## src/rtl/scan_dec_pkg.sv

```systemverilog
// Shared definitions for the scan decoder: operating states and the one-hot
// helper used by the top and the bench.
package scan_dec_pkg;

    typedef enum logic [1:0] {
        ST_IDLE   = 2'd0,
        ST_DIRECT = 2'd1,
        ST_SCAN   = 2'd2
    } state_e;

    // Widest supported index; callers cast the result down to 2**IN_W bits.
    localparam int MAX_IN_W  = 6;
    localparam int MAX_OUT_W = 2 ** MAX_IN_W;

    function automatic logic [MAX_OUT_W-1:0] onehot(input logic [MAX_IN_W-1:0] i);
        onehot    = '0;
        onehot[i] = 1'b1;
    endfunction

    function automatic state_e decode_state(input logic en, input logic mode);
        if (!en)
            return ST_IDLE;
        return mode ? ST_SCAN : ST_DIRECT;
    endfunction

endpackage

```

## src/rtl/scan_div.sv

```systemverilog
// Scan dwell divider: counts cycles while running and flags when the count
// has reached the programmed dwell (cnt >= div), restarting from zero.
module scan_div #(
    parameter int DIV_W = 16
) (
    input  logic             clk,
    input  logic             rst,
    input  logic             clr_i,
    input  logic             run_i,
    input  logic [DIV_W-1:0] div_i,
    output logic             tick_o,
    output logic [DIV_W-1:0] cnt_o
);

    logic [DIV_W-1:0] cnt_q;
    logic [DIV_W-1:0] cnt_d;

    // Greater-or-equal so a div lowered below cnt expires on the next run cycle.
    assign tick_o = (cnt_q >= div_i);
    assign cnt_o  = cnt_q;

    always_comb begin
        cnt_d = cnt_q;
        if (clr_i)
            cnt_d = '0;
        else if (run_i)
            cnt_d = tick_o ? '0 : cnt_q + DIV_W'(1);
    end

    always_ff @(posedge clk or posedge rst) begin
        if (rst)
            cnt_q <= '0;
        else
            cnt_q <= cnt_d;
    end

endmodule

```

## src/rtl/scan_dec.sv

```systemverilog
// Registered one-hot decoder with direct select and timed auto-scan.
// Optional macro SCAN_DEC_MASK_EN adds a per-channel scan mask input.
module scan_dec
    import scan_dec_pkg::*;
#(
    parameter int IN_W  = 3,   // legal range 1..6
    parameter int DIV_W = 16
) (
    input  logic                clk,
    input  logic                rst,
    input  logic                en,
    input  logic                mode,
    input  logic [IN_W-1:0]     sel,
    input  logic [DIV_W-1:0]    div,
`ifdef SCAN_DEC_MASK_EN
    input  logic [2**IN_W-1:0]  mask,
`endif
    output logic [2**IN_W-1:0]  out,
    output logic [IN_W-1:0]     idx,
    output logic                wrap,
    output state_e              dbg_state_o,
    output logic [DIV_W-1:0]    dbg_cnt_o
);

    localparam int N = 2 ** IN_W;

    state_e          state_q;
    state_e          state_d;
    logic [IN_W-1:0] idx_q;
    logic [IN_W-1:0] idx_d;
    logic [N-1:0]    out_q;
    logic [N-1:0]    out_d;
    logic            wrap_q;
    logic            wrap_d;

    logic            div_clr;
    logic            div_run;
    logic            div_tick;
    logic [N-1:0]    ch_en;
    logic [IN_W-1:0] nxt_idx;
    logic            nxt_wrap;
    logic            found;
    logic [IN_W-1:0] cand;

`ifdef SCAN_DEC_MASK_EN
    assign ch_en = mask;
`else
    assign ch_en = '1;
`endif

    scan_div #(
        .DIV_W (DIV_W)
    ) u_div (
        .clk    (clk),
        .rst    (rst),
        .clr_i  (div_clr),
        .run_i  (div_run),
        .div_i  (div),
        .tick_o (div_tick),
        .cnt_o  (dbg_cnt_o)
    );

    // Next enabled channel above idx_q, searching circularly; k == N lands back
    // on idx_q itself, which covers a single enabled channel.
    always_comb begin
        nxt_idx  = idx_q;
        nxt_wrap = 1'b0;
        found    = 1'b0;
        cand     = idx_q;
        for (int k = 1; k <= N; k++) begin
            cand = idx_q + IN_W'(k);
            if (!found && ch_en[cand]) begin
                found    = 1'b1;
                nxt_idx  = cand;
                nxt_wrap = (int'(idx_q) + k) >= N;
            end
        end
    end

    always_ff @(posedge clk or posedge rst) begin
        if (rst)
            state_q <= ST_IDLE;
        else
            state_q <= state_d;
    end

    always_comb begin
        state_d = decode_state(en, mode);
    end

    always_comb begin
        idx_d   = idx_q;
        out_d   = '0;
        wrap_d  = 1'b0;
        div_clr = 1'b0;
        div_run = 1'b0;
        unique case (state_d)
            ST_IDLE: begin
                // hold idx and divider count, blank the output
            end
            ST_DIRECT: begin
                idx_d   = sel;
                out_d   = N'(onehot(MAX_IN_W'(sel)));
                div_clr = 1'b1;
            end
            ST_SCAN: begin
                // First scan cycle restarts the dwell and shows the held index.
                if (state_q != ST_SCAN) begin
                    div_clr = 1'b1;
                end else begin
                    div_run = 1'b1;
                    if (div_tick) begin
                        idx_d  = nxt_idx;
                        wrap_d = nxt_wrap;
                    end
                end
                out_d = N'(onehot(MAX_IN_W'(idx_d))) & ch_en;
            end
            default: begin
            end
        endcase
    end

    always_ff @(posedge clk or posedge rst) begin
        if (rst) begin
            idx_q  <= '0;
            out_q  <= '0;
            wrap_q <= 1'b0;
        end else begin
            idx_q  <= idx_d;
            out_q  <= out_d;
            wrap_q <= wrap_d;
        end
    end

    assign out         = out_q;
    assign idx         = idx_q;
    assign wrap        = wrap_q;
    assign dbg_state_o = state_q;

endmodule

```

## config.mk

```make
export PLATFORM = sky130hd
export DESIGN_NAME = scan_dec
export DESIGN_NICKNAME = d
export VERILOG_FILES = /design/src/rtl/scan_dec_pkg.sv /design/src/rtl/scan_div.sv /design/src/rtl/scan_dec.sv
export SDC_FILE = /design/constraint.sdc
export NUM_CORES = 1
export LEC_CHECK = 0
export CAP_MARGIN = 10
export CORE_ASPECT_RATIO = 0.5
export CORE_MARGIN = 1
export CORE_UTILIZATION = 25
export CTS_CLUSTER_DIAMETER = 40
export DETAILED_ROUTE_END_ITERATION = 8
export SYNTH_ARGS = -nofsm -noshare
export SYNTH_HDL_FRONTEND = slang
export SYNTH_SLANG_ARGS = --single-unit
```

## constraint.sdc

```tcl
create_clock -name clk -period 3.14 [get_ports clk]
set_input_delay 0.314 -clock clk [delete_from_list [all_inputs] [get_ports clk]]
set_output_delay 0.314 -clock clk [all_outputs]
set_load 0.02 [all_outputs]
```

==> impl_summary.log <==
INFO  metric outcome = complete, no violations
INFO  metric floorplan.die_area = roughly 8600 µm²
INFO  metric final_cell_mix = sky130_fd_sc_hd__clkdlybuf4s50_1, sky130_fd_sc_hd__dfrtp_1, sky130_fd_sc_hd__inv_1
INFO  metric slowest_stage = sky130_fd_sc_hd__nor3_1
INFO  metric ys_ff_latch = 30
INFO  metric core_area = 7620 µm²
INFO  metric crit_fanout = 10
INFO  metric wire_per_inst = 13.0 µm
INFO  metric ant_nets = 0
INFO  metric sw_frac_of_total = 24.6%
INFO  metric power.clock.fraction = 46.6%
INFO  metric cap_violations = 0
INFO  metric cts_post_setup_buffers_inserted = 0
INFO  metric drive_above_1_share = a little over 5%
INFO  metric p_comb_share = 15.5%
INFO  metric clock_sink_count = 30
INFO  metric detail_route.vias_per_cell = 4.89
INFO  metric final_net_count = ~330
INFO  metric num_vias = about 2000
INFO  metric synth_top_cells_by_area = sky130_fd_sc_hd__dfrtp_1, sky130_fd_sc_hd__ha_1, sky130_fd_sc_hd__inv_1
INFO  metric grtUsageMet3 = around 3%
INFO  metric place_hpwl = 3840 µm
INFO  metric gp_routability_congestion = between 0.8 and 0.9
INFO  metric chipHeight = 66.0 µm
INFO  metric cts_hold_buffers = 0
INFO  metric power_per_cell_area = a little under 400 nW/µm²
INFO  metric netSwitchingPower = ~0.00027 W
INFO  metric rsz0062_at_grt = no
INFO  metric clock_root_cell = sky130_fd_sc_hd__clkbuf_16
INFO  metric grt.overflow.total = 0
INFO  metric start_kind = input pin
INFO  metric placed_cells_incl_taps = around 400
INFO  metric yosysTopAreaCellShare = between 30% and 40%
INFO  metric crit_type = input pin to register
INFO  metric worstReg2RegStart = u_div.cnt_o[5]
INFO  metric cp_cell_sequence = clkdlybuf4s50_1 -> inv_1 -> ha_1 -> nand4_1 -> nor3_1 -> a31o_1 -> nor4_1 -> or3_1
INFO  metric internal_power = around 0.00084 W
INFO  metric cts.repair.resized = 0
INFO  metric power.leakage = between 1 and 1.5 nW
INFO  metric insertion_delay = 0.27 ns
INFO  metric multi_input_area = 1140 µm²
INFO  metric grt_antenna_before_repair = 0
INFO  metric finalSetupTns = 0 ns
INFO  metric synth.yosys.seq_area_share = about 37%
INFO  metric worst-endpoint-required = roughly 3.3 ns
INFO  metric critical_path.n_buffers_inverters = 2
INFO  metric finClkSkew = 0.00642 ns
INFO  metric insertedDiodeCount = 0
INFO  metric syn2layout_area_growth = 38.7%
INFO  metric final.min_clock_period = 2.56 ns
INFO  metric final.hold.worst_slack = between 0.4 and 0.5 ns
INFO  metric totalWireLength = between 5000 and 6000 µm
INFO  metric maxClockFrequency = 0.390 GHz
INFO  metric post-route-drc-count = 0
INFO  metric tightest_slew = 0.540 ns
INFO  metric io_buffer_count = 52
INFO  metric grt_use_met1 = approximately 17%
INFO  metric die_width = about 130 µm
INFO  metric synth-warning-count = 0
INFO  metric max-vdd-ir-drop = 0.202 mV
INFO  metric num_io_pins = 53
INFO  metric pin_count_of_the_biggest_net_entering_global_routing = 31
INFO  metric rr_endpoint = out[1]
INFO  metric gr-usage-all-layers = approximately 13%
INFO  metric setup_violations = 0
INFO  metric initial_drc_count = 110
INFO  metric worstPathArrival = roughly 2.7 ns
INFO  metric tritoncts = built
INFO  metric starting_density_of_the_core = 26.9%
INFO  metric cpLargestDelayFamily = simple AND/OR/NAND/NOR gates
INFO  metric cts_inserted_buffers = 5
INFO  metric finish.cell_count_without_fillers = 401
INFO  metric mostFrequentLayoutCell = sky130_fd_sc_hd__clkdlybuf4s50_1
INFO  metric postSynthAreaPerCell = around 8.6 µm²
INFO  metric async_flop_share = between 90% and 100%
INFO  metric sequential_cell_area = between 700 and 800 µm²
INFO  metric dominantRegCellSynth = sky130_fd_sc_hd__dfrtp_1
INFO  metric endpoint_kind = register
INFO  metric hold_violations = 0
INFO  metric max_h_tree_level = 2
INFO  metric seqPwrFrac = a little under two fifths
INFO  metric synth.lib_cells_used.distinct = between 40 and 50
INFO  metric grt_peak_use_layer = met2
INFO  metric clockBufferDepth = 2
INFO  metric timing.critical_path.slowest_cell_delay = approximately 0.51 ns
INFO  metric clk_transition_reported_paths = 0.05 ns
INFO  metric combined_area_of_all_synthesized_cells = a little over 2000 µm²
INFO  metric synth_edf_count = 0
INFO  metric synth_cells = about 240
INFO  metric finalCritPeriodShare = 81.7%
INFO  metric worst_setup_slack_for_register_to_register_paths = 0.62 ns
INFO  metric met2_usage = approximately 22%
INFO  metric worst-r2r-cell-count = 7
INFO  metric synth_net_count = 280
INFO  metric slew_viol_final = 0
INFO  metric slew_headroom = between 60 and 70%
INFO  metric fillers = 769
INFO  metric grt_first_pass_wirelength = ~8600 µm
INFO  metric min-delay-path-class = input pin to asynchronous set/reset pin
INFO  metric synth_top_cell_by_area = sky130_fd_sc_hd__dfrtp_1
INFO  metric grt_pass1_vias = 1779
INFO  metric detailedRoute.firstPassIterationCount = 4
INFO  metric placementRows = 22
## registers in the layout (all words and copies together) (netlist names)
signal and flops:
out 8, u_div.cnt_o 16, wrap 1, dbg_state_o 2
idx 3
## power by group through the flow
stage / sequential [W] / combinational, W / clock, W
2_1_floorplan: 0.000430 / 0.0000888 / 0
6_report: 0.000421 / 0.000172 / 0.000517
4_1_cts: 0.000420 / 0.000173 / 0.000525
3_5_place_dp: 0.000426 / 0.000172 / 0
3_3_place_gp: 0.000425 / 0.000170 / 0
5_1_grt: 0.000423 / 0.000191 / 0.000545
## Yosys cell counts (all sizes together), types with 3 or more instances
library cell and count:
nor2b 6, nor4 3, buf 7, o21ai 9, nor3 5, nand2 20, nor2 12, a31oi 10
clkbuf 3, or3 5, and3 5, nand3 20, ha 18, inv 27, nand2b 5, xnor2 3
a21oi 12, o22ai 4, dfrtp 30, nand4 6
## through the flow
stage          util [%]  setup WS (ns)  area (µm²)  power (W)
4_1_cts            37.3          0.602        2840    0.00112
2_1_floorplan         -          0.838        2050   0.000519
3_5_place_dp       35.1          0.313        2680   0.000598
5_1_grt            37.3          0.422        2840    0.00116
6_report           37.3          0.576        2840    0.00111
3_3_place_gp       35.1          0.366        2680   0.000595
## how the worst max path moves through the flow
stage,end,cells past startpoint,startpoint
3_5_place_dp,out[1],9,div[5]
3_3_place_gp,out[1],9,div[3]
5_1_grt,idx[0],8,div[13]
6_report,out[1],8,div[13]
2_1_floorplan,out[1],8,u_div.cnt_o[2]
4_1_cts,out[1],9,div[3]
## per-layer routing
layer  wire length [µm]  vias to the layer above
li1                   -                      960
met1               2300                      946
met2               2560                       50
met3                319                        4
met4                 38                        0
met5                  0                        -
## cell type report
type	count	share of cell area, %
inverter	27	3.57
clock buffer	8	5.86
timing repair buffer	56	19.4
sequential	30	26.4
tap	108	4.76
multi-input combinational	172	40.0
## worst reg2reg max path, stage by stage, from the launching register on
cell and delay (ns):
sky130_fd_sc_hd__dfrtp_1 0.45, sky130_fd_sc_hd__ha_1 0.33, sky130_fd_sc_hd__nand2_1 0.05, sky130_fd_sc_hd__or3_1 0.35, sky130_fd_sc_hd__o221ai_2 0.32, sky130_fd_sc_hd__a31o_1 0.44
sky130_fd_sc_hd__nor4_1 0.09, sky130_fd_sc_hd__or3_1 0.36
## logic make-up (layout without fill, tap and decap cells)
| family | after synthesis | count (layout) | share of synthesized area (%) |
|---|---|---|---|
| AND/OR/NAND/NOR | 94 | 94 | 23.6 |
| AO/OA/AOI/OAI | 54 | 54 | 18.2 |
| buffers and inverters | 37 | 91 | 7.82 |
| flip-flops | 30 | 30 | 36.7 |
| adder cells (fa/ha/maj) | 18 | 18 | 11.0 |
| XOR/XNOR | 4 | 4 | 1.71 |
| multiplexers | 2 | 2 | 0.977 |
Note: power is estimated with default switching activity, not from simulation.
